===== src/rtl/branch_pkg.sv =====
// Shared constants, state encoding and helpers for the multi-cycle branch comparator.
// Optional feature macro used by the top: BRANCH_EARLY_EXIT_EN.
package branch_pkg;

  localparam logic [2:0] BEQ  = 3'b000;
  localparam logic [2:0] BNE  = 3'b001;
  localparam logic [2:0] BLT  = 3'b100;
  localparam logic [2:0] BGE  = 3'b101;
  localparam logic [2:0] BLTU = 3'b110;
  localparam logic [2:0] BGEU = 3'b111;

  typedef enum logic [1:0] {
    IDLE = 2'd0,
    BUSY = 2'd1,
    DONE = 2'd2
  } state_t;

  // Guarded against CHUNK=0 so a bad configuration reaches the elaboration check.
  function automatic int num_chunks(input int xlen, input int chunk);
    return (chunk < 1) ? 1 : xlen / chunk;
  endfunction

  function automatic logic is_unsigned_cmp(input logic [2:0] f3);
    return f3[2] & f3[1];
  endfunction

  function automatic logic is_illegal(input logic [2:0] f3);
    return (f3 == 3'b010) || (f3 == 3'b011);
  endfunction

  function automatic logic branch_taken(input logic [2:0] f3, input logic eq, input logic lt);
    case (f3)
      BEQ:       return eq;
      BNE:       return !eq;
      BLT, BLTU: return lt;
      BGE, BGEU: return !lt;
      default:   return 1'b0;
    endcase
  endfunction

endpackage


===== src/rtl/branch_comp_seq_if.sv =====
// Request/response handshake bundle between the register-read stage and the comparator.
interface branch_comp_seq_if #(
  parameter int XLEN = 32
);
  logic            in_valid;
  logic            in_ready;
  logic [2:0]      funct3;
  logic [XLEN-1:0] data_a;
  logic [XLEN-1:0] data_b;
  logic            out_valid;
  logic            out_ready;
  logic            br_eq;
  logic            br_lt;
  logic            taken;
  logic            illegal;

  modport master (
    output in_valid, funct3, data_a, data_b, out_ready,
    input  in_ready, out_valid, br_eq, br_lt, taken, illegal
  );

  modport slave (
    input  in_valid, funct3, data_a, data_b, out_ready,
    output in_ready, out_valid, br_eq, br_lt, taken, illegal
  );
endinterface


===== src/rtl/branch_chunk_cmp.sv =====
// Combinational unsigned compare of one CHUNK-wide operand slice.
module branch_chunk_cmp #(
  parameter int CHUNK = 8
) (
  input  logic [CHUNK-1:0] i_a,
  input  logic [CHUNK-1:0] i_b,
  output logic             o_eq,
  output logic             o_lt
);
  assign o_eq = (i_a == i_b);
  assign o_lt = (i_a < i_b);
endmodule


===== src/rtl/branch_comp_seq.sv =====
// Multi-cycle RV32I branch comparator: MSB-first chunked compare behind a valid/ready handshake.
// Define BRANCH_EARLY_EXIT_EN to finish on the first differing chunk instead of a fixed N cycles.
module branch_comp_seq
  import branch_pkg::*;
#(
  parameter int XLEN  = 32,
  parameter int CHUNK = 8
) (
  input  logic              clk,
  input  logic              rst_n,
  branch_comp_seq_if.slave  bus
);

  localparam int N = num_chunks(XLEN, CHUNK);
  localparam int IDX_W = (N > 1) ? $clog2(N) : 1;
  localparam logic [IDX_W-1:0] IDX_TOP = IDX_W'(N - 1);
  localparam logic [XLEN-1:0] SIGN_BIT = XLEN'(1) << (XLEN - 1);

  generate
    if (CHUNK < 1 || (XLEN % CHUNK) != 0) begin : g_bad_cfg
      $error("branch_comp_seq: XLEN must be a non-zero multiple of CHUNK");
    end
  endgenerate

  state_t           r_state;
  logic [XLEN-1:0]  r_a;
  logic [XLEN-1:0]  r_b;
  logic [2:0]       r_f3;
  logic [IDX_W-1:0] r_idx;
  logic             r_diff;
  logic             r_lt;
  logic             r_ill;
  logic             r_out_valid;
  logic             r_br_eq;
  logic             r_br_lt;
  logic             r_taken;
  logic             r_illegal;

  logic [CHUNK-1:0] w_a_chunks [N];
  logic [CHUNK-1:0] w_b_chunks [N];
  logic [CHUNK-1:0] w_a_sel;
  logic [CHUNK-1:0] w_b_sel;
  logic             w_chunk_eq;
  logic             w_chunk_lt;
  logic [XLEN-1:0]  w_flip;
  logic             w_first_diff;
  logic             w_eq_final;
  logic             w_lt_final;
  logic             w_finish;

  generate
    for (genvar gi = 0; gi < N; gi++) begin : g_chunk
      assign w_a_chunks[gi] = r_a[gi*CHUNK +: CHUNK];
      assign w_b_chunks[gi] = r_b[gi*CHUNK +: CHUNK];
    end
  endgenerate

  assign w_a_sel = w_a_chunks[r_idx];
  assign w_b_sel = w_b_chunks[r_idx];

  branch_chunk_cmp #(.CHUNK(CHUNK)) u_chunk_cmp (
    .i_a  (w_a_sel),
    .i_b  (w_b_sel),
    .o_eq (w_chunk_eq),
    .o_lt (w_chunk_lt)
  );

  // Flipping the sign bit at capture turns a signed compare into a plain unsigned one.
  assign w_flip       = is_unsigned_cmp(bus.funct3) ? '0 : SIGN_BIT;
  assign w_first_diff = !r_diff && !w_chunk_eq;
  assign w_eq_final   = !r_diff && w_chunk_eq;
  assign w_lt_final   = r_diff ? r_lt : (!w_chunk_eq && w_chunk_lt);

`ifdef BRANCH_EARLY_EXIT_EN
  assign w_finish = (r_idx == '0) || w_first_diff;
`else
  assign w_finish = (r_idx == '0);
`endif

  assign bus.in_ready  = (r_state == IDLE);
  assign bus.out_valid = r_out_valid;
  assign bus.br_eq     = r_br_eq;
  assign bus.br_lt     = r_br_lt;
  assign bus.taken     = r_taken;
  assign bus.illegal   = r_illegal;

  always_ff @(posedge clk or negedge rst_n) begin
    if (!rst_n) begin
      r_state     <= IDLE;
      r_a         <= '0;
      r_b         <= '0;
      r_f3        <= '0;
      r_idx       <= '0;
      r_diff      <= 1'b0;
      r_lt        <= 1'b0;
      r_ill       <= 1'b0;
      r_out_valid <= 1'b0;
      r_br_eq     <= 1'b0;
      r_br_lt     <= 1'b0;
      r_taken     <= 1'b0;
      r_illegal   <= 1'b0;
    end else begin
      case (r_state)
        IDLE: begin
          if (bus.in_valid) begin
            r_a     <= bus.data_a ^ w_flip;
            r_b     <= bus.data_b ^ w_flip;
            r_f3    <= bus.funct3;
            r_idx   <= IDX_TOP;
            r_diff  <= 1'b0;
            r_lt    <= 1'b0;
            r_ill   <= is_illegal(bus.funct3);
            r_state <= BUSY;
          end
        end
        BUSY: begin
          // An illegal op spends exactly one BUSY cycle so its result appears one edge after accept.
          if (r_ill) begin
            r_state     <= DONE;
            r_out_valid <= 1'b1;
            r_illegal   <= 1'b1;
            r_br_eq     <= 1'b0;
            r_br_lt     <= 1'b0;
            r_taken     <= 1'b0;
          end else if (w_finish) begin
            r_state     <= DONE;
            r_out_valid <= 1'b1;
            r_illegal   <= 1'b0;
            r_br_eq     <= w_eq_final;
            r_br_lt     <= w_lt_final;
            r_taken     <= branch_taken(r_f3, w_eq_final, w_lt_final);
          end else begin
            if (w_first_diff) begin
              r_diff <= 1'b1;
              r_lt   <= w_chunk_lt;
            end
            r_idx <= r_idx - IDX_W'(1);
          end
        end
        DONE: begin
          if (bus.out_ready) begin
            r_out_valid <= 1'b0;
            r_state     <= IDLE;
          end
        end
        default: r_state <= IDLE;
      endcase
    end
  end

endmodule


===== src/flat_wrapper.sv =====
// flat-port wrapper written by rule: the top's interface ports become plain ports
module branch_comp_seq_flat import branch_pkg::*;
#(
  parameter int XLEN  = 32,
  parameter int CHUNK = 8
)
  (clk, rst_n, bus_in_valid, bus_funct3, bus_data_a, bus_data_b, bus_out_ready, bus_in_ready, bus_out_valid, bus_br_eq, bus_br_lt, bus_taken, bus_illegal);
  branch_comp_seq_if #(.XLEN(XLEN)) bus_i ();
  input  logic clk;
  input  logic rst_n;
  input wire logic [$bits(bus_i.in_valid)-1:0] bus_in_valid;
  input wire logic [$bits(bus_i.funct3)-1:0] bus_funct3;
  input wire logic [$bits(bus_i.data_a)-1:0] bus_data_a;
  input wire logic [$bits(bus_i.data_b)-1:0] bus_data_b;
  input wire logic [$bits(bus_i.out_ready)-1:0] bus_out_ready;
  output wire logic [$bits(bus_i.in_ready)-1:0] bus_in_ready;
  output wire logic [$bits(bus_i.out_valid)-1:0] bus_out_valid;
  output wire logic [$bits(bus_i.br_eq)-1:0] bus_br_eq;
  output wire logic [$bits(bus_i.br_lt)-1:0] bus_br_lt;
  output wire logic [$bits(bus_i.taken)-1:0] bus_taken;
  output wire logic [$bits(bus_i.illegal)-1:0] bus_illegal;
  assign bus_i.in_valid = bus_in_valid;
  assign bus_i.funct3 = bus_funct3;
  assign bus_i.data_a = bus_data_a;
  assign bus_i.data_b = bus_data_b;
  assign bus_i.out_ready = bus_out_ready;
  assign bus_in_ready = bus_i.in_ready;
  assign bus_out_valid = bus_i.out_valid;
  assign bus_br_eq = bus_i.br_eq;
  assign bus_br_lt = bus_i.br_lt;
  assign bus_taken = bus_i.taken;
  assign bus_illegal = bus_i.illegal;
  branch_comp_seq #(.XLEN(XLEN), .CHUNK(CHUNK)) u_core (.clk(clk), .rst_n(rst_n), .bus(bus_i));
endmodule

===== config.mk =====
export PLATFORM = sky130hd
export DESIGN_NAME = branch_comp_seq_flat
export DESIGN_NICKNAME = d
export VERILOG_FILES = /design/src/rtl/branch_pkg.sv /design/src/rtl/branch_comp_seq_if.sv /design/src/rtl/branch_chunk_cmp.sv /design/src/rtl/branch_comp_seq.sv /design/src/flat_wrapper.sv
export SDC_FILE = /design/constraint.sdc
export NUM_CORES = 1
export LEC_CHECK = 0
export CORE_MARGIN = 8
export CORE_UTILIZATION = 45
export CTS_CLUSTER_DIAMETER = 150
export DETAILED_ROUTE_END_ITERATION = 10
export GPL_TIMING_DRIVEN = 0
export PLACE_DENSITY_LB_ADDON = 0.25
export SYNTH_ARGS = -nofsm -noshare
export SYNTH_HDL_FRONTEND = slang
export SYNTH_SLANG_ARGS = --single-unit

===== constraint.sdc =====
create_clock -name clk -period 2.9 [get_ports clk]
set_clock_uncertainty 0.2 [all_clocks]
set_input_delay 0.435 -clock clk [delete_from_list [all_inputs] [get_ports clk]]
set_output_delay 0.435 -clock clk [all_outputs]
set_load 0.02 [all_outputs]

Yosys cells after proc, flatten, opt, wreduce, memory -nomap -nowiden
Index checks and enable logic that the tools add are counted. W data, S select, Z words.

Magnitude comparators: 2. Eq/ne operators: 16. Reduce and logical (&&, ||, !) cells: 22. $add $sub $neg: 1. Multiplexer cells: 39. Bitwise gates (word level): 4.

Operators by type and width (number): $xor A32 B32 Y32 (2); $bmux W8 S2 (2); $mux W32 (1); $mux W8 (4); $mux W1 (19); $mux W2 (7); $eq A3 B3 Y1 const B (4); $eq A8 B8 Y1 (1); $lt A8 B8 Y1 (1); $ne A2 B2 Y1 const B (4); $eq A3 B2 Y1 const B (2); $pmux W1 S2 (3); $pmux W2 S3 (1); $reduce_and A3 Y1 (2); $reduce_bool A2 Y1 (3); $reduce_and A5 Y1 (1); $logic_not A1 Y1 (4); $logic_not A2 Y1 (2); $pmux W1 S4 (1); $pmux W2 S2 (1); $reduce_and A2 Y1 (2); $reduce_and A4 Y1 (1); $reduce_or A2 Y1 (2); $eq A3 B1 Y1 const B (1); 11 further kinds (13).

Input port bits: 71. Register bits after elaboration: 79. Output and inout bits: 6. Word-level logic and storage cells: 97.

Longest topological paths before layout
Word-level depth: 12. Gate-level depth with buffers: 9. Mapped depth without buffers: 8.

Cells and area by module
From an unflattened synthesis, not the netlist that was laid out.

Cells, all modules: 392. Area, all modules: 3719.8 µm².

By module, submodules not included: branch_comp_seq (area each 3505.9 µm², cells an instance 365, times used 1); branch_chunk_cmp (area each 214.0 µm², cells an instance 27, times used 1).

Worst setup path after synthesis
OpenSTA, ideal clock, no wires.

Kind: reg2reg. Start point: register u_core.r_idx[0]. End point: register u_core.r_taken (netlist: u_core.bus.taken). Arrival: 2396 ps. Setup time: 104 ps. Stages on the path, launching flop included: 9. Clock period less this slack: 2700 ps. Slack: 200 ps. Cell sequence: dfrtp_1 -> buf_2 -> mux4_2 -> ha_1 -> nand4_2 -> nor2_2 -> or2_0 -> or4b_1 -> o311ai_1.

Cells in the longest elaborated chain, start to end: 12. Elaborated cells on any way between the ends: 21. Those cells by class: 1 x order compare; 1 x eq/ne; 10 x mux; 1 x bitwise; 8 x reduce/logical.

RTL lines: from (decl) (RTL line branch_comp_seq.sv:29) `logic [IDX_W-1:0] r_idx;`; from (signal assigned) (RTL line branch_comp_seq.sv:137) `r_idx <= r_idx - IDX_W'(1);`; branches (longest 12 deep; another with $lt A8 B8 Y1); to (signal assigned) (RTL line branch_comp_seq.sv:131) `r_taken <= branch_taken(r_f3, w_eq_final, w_lt_final);`; to (decl) (RTL line branch_comp_seq.sv:36) `logic r_taken;`.

Parallel ways; which one is timed is not known. The select of a mux whose other input is x is not followed. A chain may end at the register's enable or synchronous reset.

Worst setup path in the final report
Same ends and word-level chain as after synthesis.

==> qor.csv <==
metric,value,unit
clock net sink count,79,
maximum VDD drop,0.506,mV
# DRC,0,
Starting Density,46.3,%
Cells after Synth,273,
Routed WL per cell,18.0,µm
WHS Path Cells,2,
Bufs on Longest Clock Path,2,
worst endpoint required time,2950,ps
grt ovf,0,
"Arr. time, crit path",2940,ps
"Clk Latency, worst-skew pair",350,ps
Mean Syn Cell Area,13.9,µm²
root cell of the clock tree,clkbuf_8,
final setup fails,0,
fillers,645,
initial antenna violation count,0,
TritonCTS clock tree,yes,
DR vias/cell,5.34,
Rel. slew slack,65.7,%
layout cell share with drive strength beyond 1,34.8,%
Detailed Routing Iterations Pass 1,4,
Worst setup SP type,flop,
IO Pins,77,
Worst Setup End Kind,flop,
"most common cell after layout, fill and taps aside",dfrtp_1,
Crit Path Max Fanout,5,
CP Class,flop to flop,
Max Slew Vio Count,0,
Yosys cell types,36,
status,finished clean,
utilization after layout,62.1,%
sequential element share of the synthesized area,52.2,%
Die Y,108,µm
Routed Antenna Nets,0,
DRT iter0 DRCs,53,
largest cells by area after synthesis,"dfrtp_1 52%, mux2_2 20%, mux4_2 9.5%",
global-route wire length before repair,13.7,mm
"Async S/R FF share, synth",100,%
post-synth top area share,52.2,%
Final nets,449,
CTS Buf Count,9,
final worst slack,12.7,ps
static leakage,2.13,nW
largest net degree at the start of global routing,41,
n_diodes,0,
vias in the first global route,2788,
final count of hold timing violations,0,
Seq cells post-synth,79,
Mapped Nets,356,
H-tree levels,3,
pre-CTS worst setup slack,-162,ps
Worst-path clk slew,80,ps
Max-cap violations,0,
worst reg2reg path depth,8,
row count,33,
most frequent cells in the layout,"78 x dfrtp_1, 75 x clkdlybuf4s50_1, 67 x mux2_2",
Synth Warn #,0,
"Min Clock Period, post-route",2890,ps
Buffers on Ports,76,
RSZ-0062 raised after global routing,true,
vias after detailed routing,2543,
dpl hpwl,6.29,mm
Worst Hold Class,flop to flop,
"Primary FF master, synth",dfrtp_1,
core area,8180,µm²
"EDFF count, synth",0,
drt total wl,8.58,mm
Final period util,99.6,%
Max Fclk,0.346,GHz
layout overhead on the synthesized area,34.0,%
Cell Pwr Density,1080,nW/µm²
Total GRT Usage,15.3,%
measured slew at the worst slew-check pin,515,ps
Netlist Area Pre-Place,3790,µm²
Synth area leader,dfrtp_1,
die area,11600,µm²
DIE WIDTH,108,µm
GPL Wtd Cong,0.809,
[what timing repair did]
action / CTS / global route
pin swaps: 0 / 2
gates resized for setup: 6 / 14
endpoints found under the setup margin: 3 / 1
cloned: 0 / 2
hold buffers: 1 / 0
buffers inserted: 0 / 2
endpoints found under the hold margin: 39 / 0
[synth_stat cells (2+ instances only)]
cell type	number
a21oi_1	10
o21ai_0	10
nand2b_1	2
dfrtp_1	79
nor2_1	8
a22o_1	2
ha_1	12
nand3_1	3
xnor2_1	2
o41ai_1	2
nor4_1	2
buf_2	12
mux2_2	67
nand4_2	2
nand3b_1	2
inv_1	15
mux4_2	16
nand2_1	9
[registers in the layout (all words and copies together), names as in the netlist]
signal and flops:
u_core.bus.out_valid 1, u_core.r_ill 1, u_core.bus.br_eq 1, u_core.r_diff 1, u_core.r_idx 2, u_core.r_f3 3, u_core.r_state 2, u_core.bus.illegal 1
u_core.bus.br_lt 1, u_core.r_lt 1, u_core.bus.taken 1, u_core.r_b 32, u_core.r_a 32
[metrics by stage]
stage,std cells,instance area [µm²],hold slack [ps],power (mW),setup TNS [ps]
4_1_cts,472,4920,286,5.18,0
6_report,476,5080,289,5.51,0
5_1_grt,476,5080,322,5.89,-72.0
3_5_place_dp,455,4700,247,4.33,-357
2_1_floorplan,273,3790,-60.6,3.66,0
3_3_place_gp,454,4680,264,4.23,-126960
[area by class of cell]
cell class | instances | area (µm²) | area share [%]
tap | 105 | 131 | 2.59
clock inverter | 6 | 61.3 | 1.21
sequential | 79 | 1980 | 39.0
clock buffer | 10 | 128 | 2.51
inverter | 15 | 56.3 | 1.11
timing repair buffer | 82 | 857 | 16.9
buffer | 13 | 93.8 | 1.85
multi-input combinational | 166 | 1770 | 34.9
[report_power, final]
group | internal (mW) | total, mW | switching (mW)
registers | 1.65 | 1.95 | 0.298
clock network | 0.395 | 0.798 | 0.403
logic | 1.57 | 2.76 | 1.20
[worst max-delay path: stages (launching register included)]
cell      delay (ps)
dfrtp_2          490
buf_12           170
mux4_2           550
ha_4             280
a211oi_1         300
nor2_1           140
nor2_1           100
or4b_1           470
o311ai_1          90
[final timing paths]
path,endpoint,start,slack [ps]
min in group asynchronous,u_core.bus.out_valid,rst_n,410
hold reg to reg,u_core.r_b[31],u_core.r_b[31],290
max in group asynchronous,u_core.r_b[12],rst_n,1500
setup reg to reg,u_core.bus.taken,u_core.r_idx[0],10
hold / removal,u_core.r_b[31],u_core.r_b[31],290
setup / recovery,u_core.bus.taken,u_core.r_idx[0],10
[kinds of logic after synthesis]
| group | after synthesis | synth area share [%] |
|---|---|---|
| muxes | 83 | 29.4 |
| DFF | 79 | 52.2 |
| and+or+nand+nor | 35 | 5.12 |
| AOI/OAI and AO/OA | 34 | 5.68 |
| buffers and inverters | 28 | 3.17 |
| adders and majority gates | 12 | 3.96 |
| xor gates and xnor gates | 2 | 0.462 |
[routing by layer]
layer | wire length [µm] | global-route usage [%] | share of wire [%] | vias to the layer above
met5 | 0 | 0 | 0 | -
li1 | - | - | - | 1193
met2 | 4390 | 24.9 | 51 | 54
met4 | 137 | 6.64 | 1.6 | 0
met3 | 365 | 3.53 | 4.3 | 14
met1 | 3680 | 18.9 | 43 | 1282
(Power assumes the default switching activity.)
